==> src/rtl/pipe_pkg.sv <==
// Shared types and default widths for the pipeline register stage.
// The occupancy encoding is common to the top level and any bench that wants to name states.
package pipe_pkg;

    localparam int DATA_W_DEF = 16;
    localparam int CNT_W_DEF  = 16;

    typedef enum logic [1:0] {
        EMPTY = 2'd0,
        ONE   = 2'd1,
        TWO   = 2'd2
    } occ_e;

endpackage

==> src/rtl/pipe_slot.sv <==
// One payload register of the stage: load enable plus a per-bit masked clear.
// Clear wins over load so a squashed cycle never lets new data in.
module pipe_slot
    import pipe_pkg::*;
#(
    parameter int                 DATA_W   = DATA_W_DEF,
    parameter logic [DATA_W-1:0]  CLR_MASK = '1,
    parameter logic [DATA_W-1:0]  CLR_VAL  = '0
) (
    input  logic              clk,
    input  logic              rst_n,
    input  logic              i_load,
    input  logic              i_clr,
    input  logic [DATA_W-1:0] i_d,
    output logic [DATA_W-1:0] o_q
);

    logic [DATA_W-1:0] r_q;

    always_ff @(posedge clk or negedge rst_n) begin
        if (!rst_n) begin
            r_q <= '0;
        end else if (i_clr) begin
            r_q <= (r_q & ~CLR_MASK) | (CLR_VAL & CLR_MASK);
        end else if (i_load) begin
            r_q <= i_d;
        end
    end

    assign o_q = r_q;

endmodule

==> src/rtl/pipe_reg_stage.sv <==
// Ready/valid pipeline register with optional skid entry, stall/flush control
// and saturating stall/flush cycle counters.
module pipe_reg_stage
    import pipe_pkg::*;
#(
    parameter int                 DATA_W   = DATA_W_DEF,
    parameter logic [DATA_W-1:0]  CLR_MASK = '1,
    parameter logic [DATA_W-1:0]  CLR_VAL  = '0,
    parameter bit                 SKID     = 1'b1,
    parameter int                 CNT_W    = CNT_W_DEF
) (
    input  logic              clk,
    input  logic              rst_n,
    input  logic              stall,
    input  logic              flush,
    input  logic              in_valid,
    input  logic [DATA_W-1:0] in_data,
    output logic              in_ready,
    output logic              out_valid,
    output logic [DATA_W-1:0] out_data,
    input  logic              out_ready,
    output logic [CNT_W-1:0]  stall_cnt,
    output logic [CNT_W-1:0]  flush_cnt
);

    localparam int              NSLOT   = SKID ? 2 : 1;
    localparam logic [CNT_W-1:0] CNT_ONE = CNT_W'(1);
    localparam logic [CNT_W-1:0] CNT_MAX = '1;

    occ_e              r_state;
    occ_e              w_state_next;
    logic              r_in_rdy;
    logic              w_enq;
    logic              w_deq;
    logic              w_main_ld;
    logic              w_skid_ld;
    logic [DATA_W-1:0] w_main_d;
    logic [DATA_W-1:0] w_main_q;
    logic [DATA_W-1:0] w_skid_q;
    logic [CNT_W-1:0]  r_stall_cnt;
    logic [CNT_W-1:0]  r_flush_cnt;

    logic              w_slot_ld [NSLOT];
    logic [DATA_W-1:0] w_slot_d  [NSLOT];
    logic [DATA_W-1:0] w_slot_q  [NSLOT];

    assign out_valid = (r_state != EMPTY) & ~stall;
    assign out_data  = w_main_q;
    assign stall_cnt = r_stall_cnt;
    assign flush_cnt = r_flush_cnt;

    // r_in_rdy also keeps in_ready low until the first edge out of reset.
    generate
        if (SKID) begin : g_rdy_skid
            assign in_ready = r_in_rdy & ~stall;
        end else begin : g_rdy_pass
            assign in_ready = r_in_rdy & ((r_state == EMPTY) | out_ready) & ~stall;
        end
    endgenerate

    assign w_enq = in_valid & in_ready & ~flush;
    assign w_deq = out_valid & out_ready & ~flush;

    always_comb begin
        w_state_next = r_state;
        w_main_ld    = 1'b0;
        w_skid_ld    = 1'b0;
        w_main_d     = in_data;
        if (flush) begin
            w_state_next = EMPTY;
        end else begin
            case (r_state)
                EMPTY: begin
                    if (w_enq) begin
                        w_state_next = ONE;
                        w_main_ld    = 1'b1;
                    end
                end
                ONE: begin
                    if (w_enq && w_deq) begin
                        w_main_ld = 1'b1;
                    end else if (w_enq && SKID) begin
                        w_state_next = TWO;
                        w_skid_ld    = 1'b1;
                    end else if (w_deq) begin
                        w_state_next = EMPTY;
                    end
                end
                TWO: begin
                    if (w_deq) begin
                        w_state_next = ONE;
                        w_main_ld    = 1'b1;
                        w_main_d     = w_skid_q;
                    end
                end
                default: w_state_next = EMPTY;
            endcase
        end
    end

    always_ff @(posedge clk or negedge rst_n) begin
        if (!rst_n) begin
            r_state  <= EMPTY;
            r_in_rdy <= 1'b0;
        end else begin
            r_state  <= w_state_next;
            r_in_rdy <= (w_state_next != TWO);
        end
    end

    always_ff @(posedge clk or negedge rst_n) begin
        if (!rst_n) begin
            r_stall_cnt <= '0;
            r_flush_cnt <= '0;
        end else begin
            if (stall && (r_stall_cnt != CNT_MAX)) begin
                r_stall_cnt <= r_stall_cnt + CNT_ONE;
            end
            if (flush && (r_flush_cnt != CNT_MAX)) begin
                r_flush_cnt <= r_flush_cnt + CNT_ONE;
            end
        end
    end

    assign w_slot_ld[0] = w_main_ld;
    assign w_slot_d[0]  = w_main_d;
    assign w_main_q     = w_slot_q[0];

    generate
        if (SKID) begin : g_skid
            assign w_slot_ld[1] = w_skid_ld;
            assign w_slot_d[1]  = in_data;
            assign w_skid_q     = w_slot_q[1];
        end else begin : g_no_skid
            assign w_skid_q = '0;
        end

        for (genvar gi = 0; gi < NSLOT; gi++) begin : g_slot
            pipe_slot #(
                .DATA_W   (DATA_W),
                .CLR_MASK (CLR_MASK),
                .CLR_VAL  (CLR_VAL)
            ) u_slot (
                .clk    (clk),
                .rst_n  (rst_n),
                .i_load (w_slot_ld[gi]),
                .i_clr  (flush),
                .i_d    (w_slot_d[gi]),
                .o_q    (w_slot_q[gi])
            );
        end
    endgenerate

endmodule

==> config.mk <==
export PLATFORM = sky130hd
export DESIGN_NAME = pipe_reg_stage
export DESIGN_NICKNAME = d
export VERILOG_FILES = /design/src/rtl/pipe_pkg.sv /design/src/rtl/pipe_slot.sv /design/src/rtl/pipe_reg_stage.sv
export SDC_FILE = /design/constraint.sdc
export NUM_CORES = 1
export LEC_CHECK = 0
export CAP_MARGIN = 20
export CORE_UTILIZATION = 54
export DETAILED_ROUTE_END_ITERATION = 10
export PLACE_DENSITY = 0.9
export SETUP_SLACK_MARGIN = 0.15
export SYNTH_ARGS = -nofsm -noshare
export SYNTH_HDL_FRONTEND = slang
export SYNTH_HIERARCHICAL = 1
export SYNTH_SLANG_ARGS = --single-unit
==> constraint.sdc <==
create_clock -name clk -period 4.72 [get_ports clk]
set_input_delay 0.944 -clock clk [delete_from_list [all_inputs] [get_ports clk]]
set_output_delay 0.944 -clock clk [all_outputs]
set_load 0.05 [all_outputs]
### Yosys cells after proc, flatten, opt, wreduce, memory -nomap -nowiden

Cells that the tools add are included.

| word-level totals | value |
|---|---|
| output and inout bits | 50 |
| RAM bits | 0 |
| input bits | 22 |
| bits in latches | 0 |
| memories kept | 0 |
| register bits after elaboration | 67 |
| memory bits (read-only) | 0 |
| logic and storage cells | 49 |

| operators by class | value |
|---|---|
| bitwise logic cells | 8 |
| magnitude comparators | 0 |
| multiply operators | 0 |
| add/subtract/negate cells | 2 |
| divide/modulo/power cells | 0 |
| shifts and indexed selects | 0 |
| mux-type cells | 21 |
| eq/ne operators | 5 |
| reduce and logical (&&, ||, !) cells | 7 |

Operators by type and width:

| kind | count |
|---|---|
| 16-bit two-way mux | 6 |
| 16-bit by 1-bit adder with 16-bit output (second input constant) | 2 |
| 16-bit != test (second input constant) | 2 |
| 2-bit two-way mux | 6 |
| 1-bit two-way mux | 7 |
| 1-bit bitwise AND | 6 |
| 2-bit one-hot mux with 3 select lines | 1 |
| 2-bit nonzero test | 3 |
| 1-bit logical AND | 3 |
| 1-bit one-hot mux with 3 select lines | 1 |
| 2-bit by 1-bit == test with 1-bit output (second input constant) | 1 |
| 2-bit == test (second input constant) | 1 |
| 2-bit logical NOT | 1 |
| 2-bit != test (second input constant) | 1 |
| 1-bit NOT | 2 |

### Depth between registers and ports, before layout

Gate-level depths: netlist (run 1).

| depth | value |
|---|---|
| depth in word-level cells | 10 |
| depth in mapped cells | 9 |
| depth with buffers taken out | 7 |

### Cells and area by module

Netlist (run 1), hierarchy kept.

Modules (own cells, without submodules):

| module | cells each | seq. area each (um^2) | area each (um^2) | times used |
|---|---|---|---|---|
| pipe_reg_stage | 183 | 875.8 | 1904.3 | 1 |
| pipe_slot | 52 | 400.4 | 660.6 | 2 |

### Least setup slack after synthesis (run 1)

No wires, ideal clock.

| timing path | value |
|---|---|
| path type | input to register |
| start point | in stall |
| end point | reg g_slot[1].u_slot.r_q[10] |
| setup time | 0.121 ns |
| cell stages on the path | 9 |
| buffers on the path | 2 |
| setup slack | 1.812 ns |
| data arrival time | 2.786 ns |
| data required time | 4.599 ns |
| cell sequence | nor2b_1 -> nand2_1 -> nor2_1 -> nand2_1 -> nor3_1 -> buf_6 -> buf_12 -> mux2i_1 -> nor2_1 |

| on the way | value |
|---|---|
| word-level cells in the longest chain between the ends | 9 |
| elaborated cells between the ends (all ways) | 13 |
| classes of those cells | mux (4); bitwise (7); reduce/logical (2) |

RTL lines:

| element | line | text |
|---|---|---|
| start: declaration | pipe_reg_stage.sv:14 | `input logic stall,` |
| 1-bit NOT * | pipe_reg_stage.sv:47, pipe_reg_stage.sv:55 |  |
| 1-bit bitwise AND (on tied branches) | pipe_reg_stage.sv:55, pipe_reg_stage.sv:47 |  |
| 1-bit bitwise AND (on tied branches) (2 in series) | pipe_reg_stage.sv:61, pipe_reg_stage.sv:62 |  |
| 1-bit two-way mux / 1-bit logical AND (equally long branches) | pipe_reg_stage.sv:82, pipe_reg_stage.sv:80 |  |
| 1-bit two-way mux * | pipe_reg_stage.sv:80 | `if (w_enq && w_deq) begin` |
| 1-bit two-way mux * | pipe_reg_stage.sv:72 | `case (r_state)` |
| 1-bit two-way mux * | pipe_reg_stage.sv:69 | `if (flush) begin` |
| net w_skid_ld | pipe_reg_stage.sv:36 | `logic w_skid_ld;` |
| 2-bit nonzero test (no source line) * | -- |  |
| end signal: assignment | pipe_slot.sv:24 | `r_q <= (r_q & ~CLR_MASK) \| (CLR_VAL & CLR_MASK);` |
| end signal: assignment | pipe_slot.sv:26 | `r_q <= i_d;` |
| end: declaration | pipe_slot.sv:18 | `logic [DATA_W-1:0] r_q;` |

The timed path passes the listed nets; every way through them passes the cells marked *.
A chain may end at the register's enable or synchronous reset.

### Worst setup path in the final report (run 1)

| timing path | value |
|---|---|
| start point | in stall |
| end point | out in_ready |

| on the way | value |
|---|---|
| word-level cells in the longest chain between the ends | 2 |

RTL lines:

| element | line | text |
|---|---|---|
| 1-bit NOT | pipe_reg_stage.sv:55 | `assign in_ready = r_in_rdy & ~stall;` |
| 1-bit bitwise AND | pipe_reg_stage.sv:55 |  |
| end: declaration | pipe_reg_stage.sv:18 | `output logic in_ready,` |

Every way passes these cells.

==> metrics.md, run 1 <==
| Metric | Value |
|---|---|
| Status | `finished, final reports clean` |
| Port-buffer cells | `71` |
| RSZ-0062 raised after global routing | `no` |
| Synth area leader | `dfrtp_1` |
| Register Area | `0.00168 mm2` |
| P_leak | `1.80 nW` |
| Gpl congestion | `0.827` |
| Arrival time worst endpoint | `2.50 ns` |
| Syn Std Cell Area | `0.00323 mm2` |
| DRC Markers | `0` |
| Worst EP required | `3.78 ns` |
| Dpl ws | `1.26 ns` |
| Largest cells by area after synthesis | `dfrtp_1, mux2i_1, mux2_2` |
| Final wirelength | `6.72 mm` |
| Post-synth top cells | `dfrtp_1, nor2_1, mux2i_1` |
| Tot Pwr | `1.90 mW` |
| Clk pin slew, worst setup/hold paths | `0.08 ns` |
| Final Hold Vio Count | `0` |
| Hold Buf Count CTS | `0` |
| Most numerous cell in the Yosys netlist | `dfrtp_1` |
| Startpoint types | `primary input` |
| Ports | `72` |
| Synth-to-layout area growth | `30.9%` |
| CP Capture Type | `output pin` |
| Total track usage | `23.9%` |
| Ys Warns | `6` |
| Multi-input gate area | `0.00144 mm2` |
| Post-Layout Cell Count | `439` |
| Fmax | `290 MHz` |
| Post-CTS Setup Inserts | `0` |
| DIE AREA | `0.00629 mm2` |
| Initial Utilization | `57.2%` |
| Final Util | `74.8%` |
| Root Buffer | `clkbuf_8` |
| #FFs+latches synth | `67` |
| Final number of max-transition violations | `0` |
| Share of the synthesized area in the top cell type | `52.0%` |
| Setup TNS | `0 ns` |
| Flop-to-flop setup slack | `2.50 ns` |
| Peak supply drop | `0.367 mV` |
| Cells after DPL | `422` |
| Synthesized Nets | `311` |
| Worst slew pin tran | `0.849 ns` |
| Vias | `2416` |
| Cell Rows | `27` |
| Syn Inst Count | `287` |
| Synth async-reset ratio | `100%` |
| EDFF count, synth | `0` |
| MaxCap Viol Count | `0` |
| DP Wirelength | `4.55 mm` |
| GRT Residual Overflow | `0` |
| Num CTS Buffers | `9` |
| First-pass GRT wire length | `11.4 mm` |
| Pre-antenna DRT Iters | `4` |
| Seq/Total Area, Yosys | `52.0%` |
| Crit Path Class | `in -> out` |
| Clock Latency Late Sink | `0.35 ns` |
| Vias in the first global route | `2458` |
| Min setup slack post-route | `1.27 ns` |
| Largest net degree at the start of global routing | `48` |
| Chip height | `79.3 um` |
| Clk_skew | `0.0108 ns` |
| NumNets Final | `386` |
| ANT nets after route | `0` |
| Yosys cell types | `37` |
| H-tree depth | `3` |
| Number of antenna violations at the first check in global routing | `0` |
| Core outline area | `0.00564 mm2` |
| Post-CTS resize count | `0` |
| Pwr/cell area | `450 mW/mm2` |
| HP Class | `in -> async` |
| Vias per cell | `5.50` |
| Starting DRT DRC Count | `122` |
| Fraction of layout cells with a size suffix above 1 | `13.4%` |
| CP Max Fanout | `7` |
| Tmin final | `3.45 ns` |
| Wire per inst | `15.3 um` |
| Final setup viols | `0` |
| Die W | `79.3 um` |
| Primary FF master, synth | `dfrtp_1` |
| Fillers | `392` |
| Max clock buf depth | `2` |
| Avg Cell Area, Syn | `11.2 um2` |
| Final cycle utilization of the critical path | `73.0%` |
| Clock net sink count | `67` |
| CTS tree | `done` |
| Antenna Cells | `0` |
| Rel. slew slack | `43.3%` |
[area by class of cell]
class	instances	area share (%)
flip-flops and latches	67	39.7
multi-input cells	204	34.2
repair buffers	76	17.9
clock buffers	9	2.93
clock inverters	7	2.76
well taps	72	2.13
inverters	4	0.356
[registers in the layout, indices dropped and copies added (netlist names)]
signal and flops:
flush_cnt 16, g_slot.u_slot/o_q 32, r_in_rdy 1, r_state 2, stall_cnt 16
[cell usage in the layout (no fill, tap or decap), drive strengths merged]
cell type / n
a211o: 1
o21a: 2
a21oi: 8
clkdlybuf4s50: 70
a31oi: 4
clkbuf: 9
clkinv: 3
nand2: 13
a21o: 1
mux2i: 33
and4: 3
ha: 2
nor2: 48
dfrtp: 67
nand3: 11
nor3: 5
bufinv: 3
and3: 8
a211oi: 1
inv: 4
nand2b: 4
a41oi: 1
and2: 3
mux2: 19
xnor2: 16
or2: 2
nor2b: 2
or3: 1
o41ai: 1
xor2: 6
clkinvlp: 1
nand4: 9
buf: 6
[power by group]
part	leakage (nW)	switching [mW]	internal, mW	total [mW]
combinational	0.787	0.376	0.219	0.594
sequential	0.889	0.0882	0.645	0.733
clock	0.119	0.221	0.349	0.570
[stage by stage]
step	instance area, um2	hold WS, ns
5_1_grt	4220	0.422
6_report	4220	0.422
3_3_place_gp	3960	0.473
2_1_floorplan	3230	0.480
4_1_cts	4200	0.501
3_5_place_dp	3960	0.491
[worst paths after layout]
path	from	endpoint	depth (start not counted)
worst max-delay path	stall	in_ready	3
worst min-delay path	rst_n	g_slot[1].u_slot/o_q[2]	1
worst max register to register	r_state[0]	g_slot[0].u_slot/o_q[8]	6
worst min register to register	stall_cnt[12]	stall_cnt[12]	1
max in group asynchronous	rst_n	g_slot[1].u_slot/o_q[15]	2
min in group clk	stall_cnt[12]	stall_cnt[12]	1
[cell families (layout without fill, tap and decap cells)]
group / after synthesis / after routing / synth area share (%)
fa+ha+maj: 2 / 2 / 0.776
buf+inv: 16 / 96 / 3.53
compound gates: 19 / 19 / 4.34
flops: 67 / 67 / 52.0
xor+xnor: 22 / 22 / 5.97
simple gates: 109 / 109 / 16.4
mux: 52 / 52 / 17.0
[metal layers]
layer	GRT usage, %	vias to the layer above	wire [um]
met3	5.17	13	292
met2	38.7	67	3250
met4	12.0	0	143
li1	-	1145	-
met5	0	-	0
met1	30.2	1191	3030
[worst max-delay path, cell delays in order]
cell,delay (ns)
clkdlybuf4s50_1,0.51
nor2b_1,0.21
clkdlybuf4s50_1,0.83
No activity file was read; power rests on OpenSTA's default activity.
==> run 2, diff against run 1 <==
--- a/config.mk
+++ b/config.mk
@@ -6,9 +6,9 @@
 export NUM_CORES = 1
 export LEC_CHECK = 0
 export CAP_MARGIN = 20
-export CORE_UTILIZATION = 54
+export CORE_UTILIZATION = 45
 export DETAILED_ROUTE_END_ITERATION = 10
-export PLACE_DENSITY = 0.9
+export PLACE_DENSITY = 0.8
 export SETUP_SLACK_MARGIN = 0.15
 export SYNTH_ARGS = -nofsm -noshare
 export SYNTH_HDL_FRONTEND = slang
==> constraint.sdc (replaced) <==
create_clock -name clk -period 3 [get_ports clk]
set_input_delay 0.6 -clock clk [delete_from_list [all_inputs] [get_ports clk]]
set_output_delay 0.6 -clock clk [all_outputs]
set_load 0.05 [all_outputs]
==> metrics.md, run 2 (synthesis gave the netlist of run 1 again) <==
| Metric | Value |
|---|---|
| Final setup viols | `0 (unchanged)` |
| DP Wirelength | `4.65 mm (was 4.55 mm)` |
| Post-CTS resize count | `0 (unchanged)` |
| Pwr/cell area | `673 mW/mm2 (was 450 mW/mm2)` |
| Chip height | `86.7 um (was 79.3 um)` |
| CP Max Fanout | `10 (was 7)` |
| Initial Utilization | `47.0% (was 57.2%)` |
| Starting DRT DRC Count | `105 (was 122)` |
| Clk_skew | `0.0109 ns (was 0.0108 ns)` |
| Status | `finished, final reports clean (unchanged)` |
| Final wirelength | `6.70 mm (was 6.72 mm)` |
| Crit path launch | `stall (unchanged)` |
| GRT Residual Overflow | `0 (unchanged)` |
| Setup TNS | `0 ns (unchanged)` |
| ANT nets after route | `0 (unchanged)` |
| Root Buffer | `clkbuf_8 (unchanged)` |
| Core outline area | `0.00687 mm2 (was 0.00564 mm2)` |
| Final number of max-transition violations | `0 (unchanged)` |
| Most common cell after layout, fill and taps aside | `clkdlybuf4s50_1 (unchanged)` |
| Synth-to-layout area growth | `31.1% (was 30.9%)` |
| Peak supply drop | `0.539 mV (was 0.367 mV)` |
| Final cycle utilization of the critical path | `77.6%` |
| Number of antenna violations at the first check in global routing | `0 (unchanged)` |
| Tmin final | `2.33 ns` |
| Ports | `72 (unchanged)` |
| Final Util | `61.6% (was 74.8%)` |
| Most frequent cells in the layout | `clkdlybuf4s50_1, dfrtp_1, nor2_1 (unchanged)` |
| Fraction of layout cells with a size suffix above 1 | `14.1% (was 13.4%)` |
| Clk pin slew, worst setup/hold paths | `0.08 ns (about the same)` |
| Combinational power share | `32.9% (was 31.3%)` |
| Clock net sink count | `67 (unchanged)` |
| Gpl congestion | `0.857 (was 0.827)` |
| CTS tree | `done (unchanged)` |
| Pre-antenna DRT Iters | `4 (unchanged)` |
| Crit path cell chain | `clkdlybuf4s50_1 > nor2b_1 > nand2b_1 > nor2_2 > buf_4 > mux2_2 > mux2i_1 > nor2_1 (was clkdlybuf4s50_1 > nor2b_1 > clkdlybuf4s50_1)` |
| Hold Buf Count CTS | `0 (unchanged)` |
| H-tree depth | `3 (unchanged)` |
| Worst EP required | `3.21 ns (was 3.78 ns)` |
| Fmax | `429 MHz` |
| Max clock buf depth | `2 (unchanged)` |
| Max incr delay on CP | `0.52 ns (was 0.83 ns)` |
| Max FFs per register | `32 (unchanged)` |
| Critical path's slowest cell | `clkdlybuf4s50_1 (unchanged)` |
| Cell Rows | `30 (was 27)` |
| Total track usage | `19.5% (was 23.9%)` |
| P_sw | `1.08 mW (was 0.685 mW)` |
| P_leak | `1.79 nW (was 1.80 nW)` |
| Final Hold Vio Count | `0 (unchanged)` |
| HP Class | `in -> async (unchanged)` |
| Port-buffer cells | `71 (unchanged)` |
| Vias in the first global route | `2412 (was 2458)` |
| Part of the power in registers | `40.6% (was 38.6%)` |
| First-pass GRT wire length | `11.4 mm (unchanged)` |
| Tot Pwr | `2.84 mW (was 1.90 mW)` |
| DRC Markers | `0 (unchanged)` |
| CP Capture Type | `flop (was output pin)` |
| Rel. slew slack | `46.5% (was 43.3%)` |
| Die W | `86.7 um (was 79.3 um)` |
| Pint | `1.77 mW (was 1.21 mW)` |
| Crit Path Class | `in -> reg (was in -> out)` |
| Vias per cell | `5.20 (was 5.50)` |
| Vias | `2411 (was 2416)` |
| Arrival time worst endpoint | `2.54 ns (was 2.50 ns)` |
| Startpoint types | `primary input (unchanged)` |
| Clock share of power | `26.5% (was 30.1%)` |
| Wire per inst | `14.4 um (was 15.3 um)` |
| RSZ-0062 raised after global routing | `no (unchanged)` |
| Worst slew pin tran | `0.803 ns (was 0.849 ns)` |
| NumNets Final | `387 (was 386)` |
| Num CTS Buffers | `9 (unchanged)` |
| Hold_ws | `0.347 ns (was 0.422 ns)` |
| Clock Latency Late Sink | `0.34 ns (was 0.35 ns)` |
| Antenna Cells | `0 (unchanged)` |
| Fillers | `585 (was 392)` |
| DIE AREA | `0.00751 mm2 (was 0.00629 mm2)` |
| MaxCap Viol Count | `0 (unchanged)` |
| Sw frac | `37.9% (was 36.1%)` |
| Largest net degree at the start of global routing | `36 (was 48)` |
| Worst r2r src | `flush_cnt[5] (was r_state[0])` |
| Post-CTS Setup Inserts | `0 (unchanged)` |
run 2: changes by cell type in the layout (fill, tap and decap cells not counted), sizes merged:
cell and delta:
clkdlybuf4s50 -2, clkbuf +1, clkinv +1, bufinv -2, buf +3
run 2: worst paths after layout:
check                                           endpoint  slack [ns]  depth (start not counted)
worst max-delay path            g_slot[0].u_slot/o_q[10]        0.67                          8
worst min register to register             stall_cnt[12]        0.50                          1
max in group asynchronous       g_slot[0].u_slot/o_q[15]        2.00                          2
worst max register to register              flush_cnt[1]        1.16                          4
min in group clk                           stall_cnt[12]        0.50                          1
worst min-delay path                       stall_cnt[11]        0.35                          1
run 2: area by class of cell:
cell class                 instances  area (um2)  share of cell area (%)
sequential                        67        1680                    39.6
clock buffer                      10         138                    3.25
tap                               96         120                    2.84
inverter                           4        15.0                   0.355
multi-input combinational        204        1440                    34.1
clock inverter                     6        65.1                    1.54
timing repair buffer              77         771                    18.2
run 2: power groups by stage:
| stage | clock, mW | sequential [mW] | combinational, mW |
|---|---|---|---|
| final | 0.754 | 1.15 | 0.936 |
| after global routing | 0.807 | 1.17 | 0.989 |
| after CTS | 0.772 | 1.15 | 0.941 |
| after detailed placement | 0 | 1.17 | 0.938 |
| after global placement | 0 | 1.17 | 0.922 |
| after floorplan | 0 | 1.52 | 0.246 |
run 2: layer usage:
| metal | global-route usage [%] | part of all wire, % |
|---|---|---|
| met5 | 0 | 0 |
| met4 | 7.73 | 1.6 |
| met3 | 4.38 | 5.8 |
| met2 | 31.2 | 47 |
| met1 | 25.9 | 46 |
run 2: metrics by stage:
stage,setup WS [ns],area [um2],cells
2_1_floorplan,0.436,3230,287
3_3_place_gp,0.428,4030,448
5_1_grt,0.525,4230,464
6_report,0.671,4230,464
3_5_place_dp,0.328,4030,448
4_1_cts,0.685,4230,464
run 2: worst max-delay path, delay by kind of cell:
| family | cells | cell delay (ns) |
|---|---|---|
| buf+inv | 2 | 0.74 |
| mux | 2 | 0.51 |
| simple gates | 4 | 0.69 |
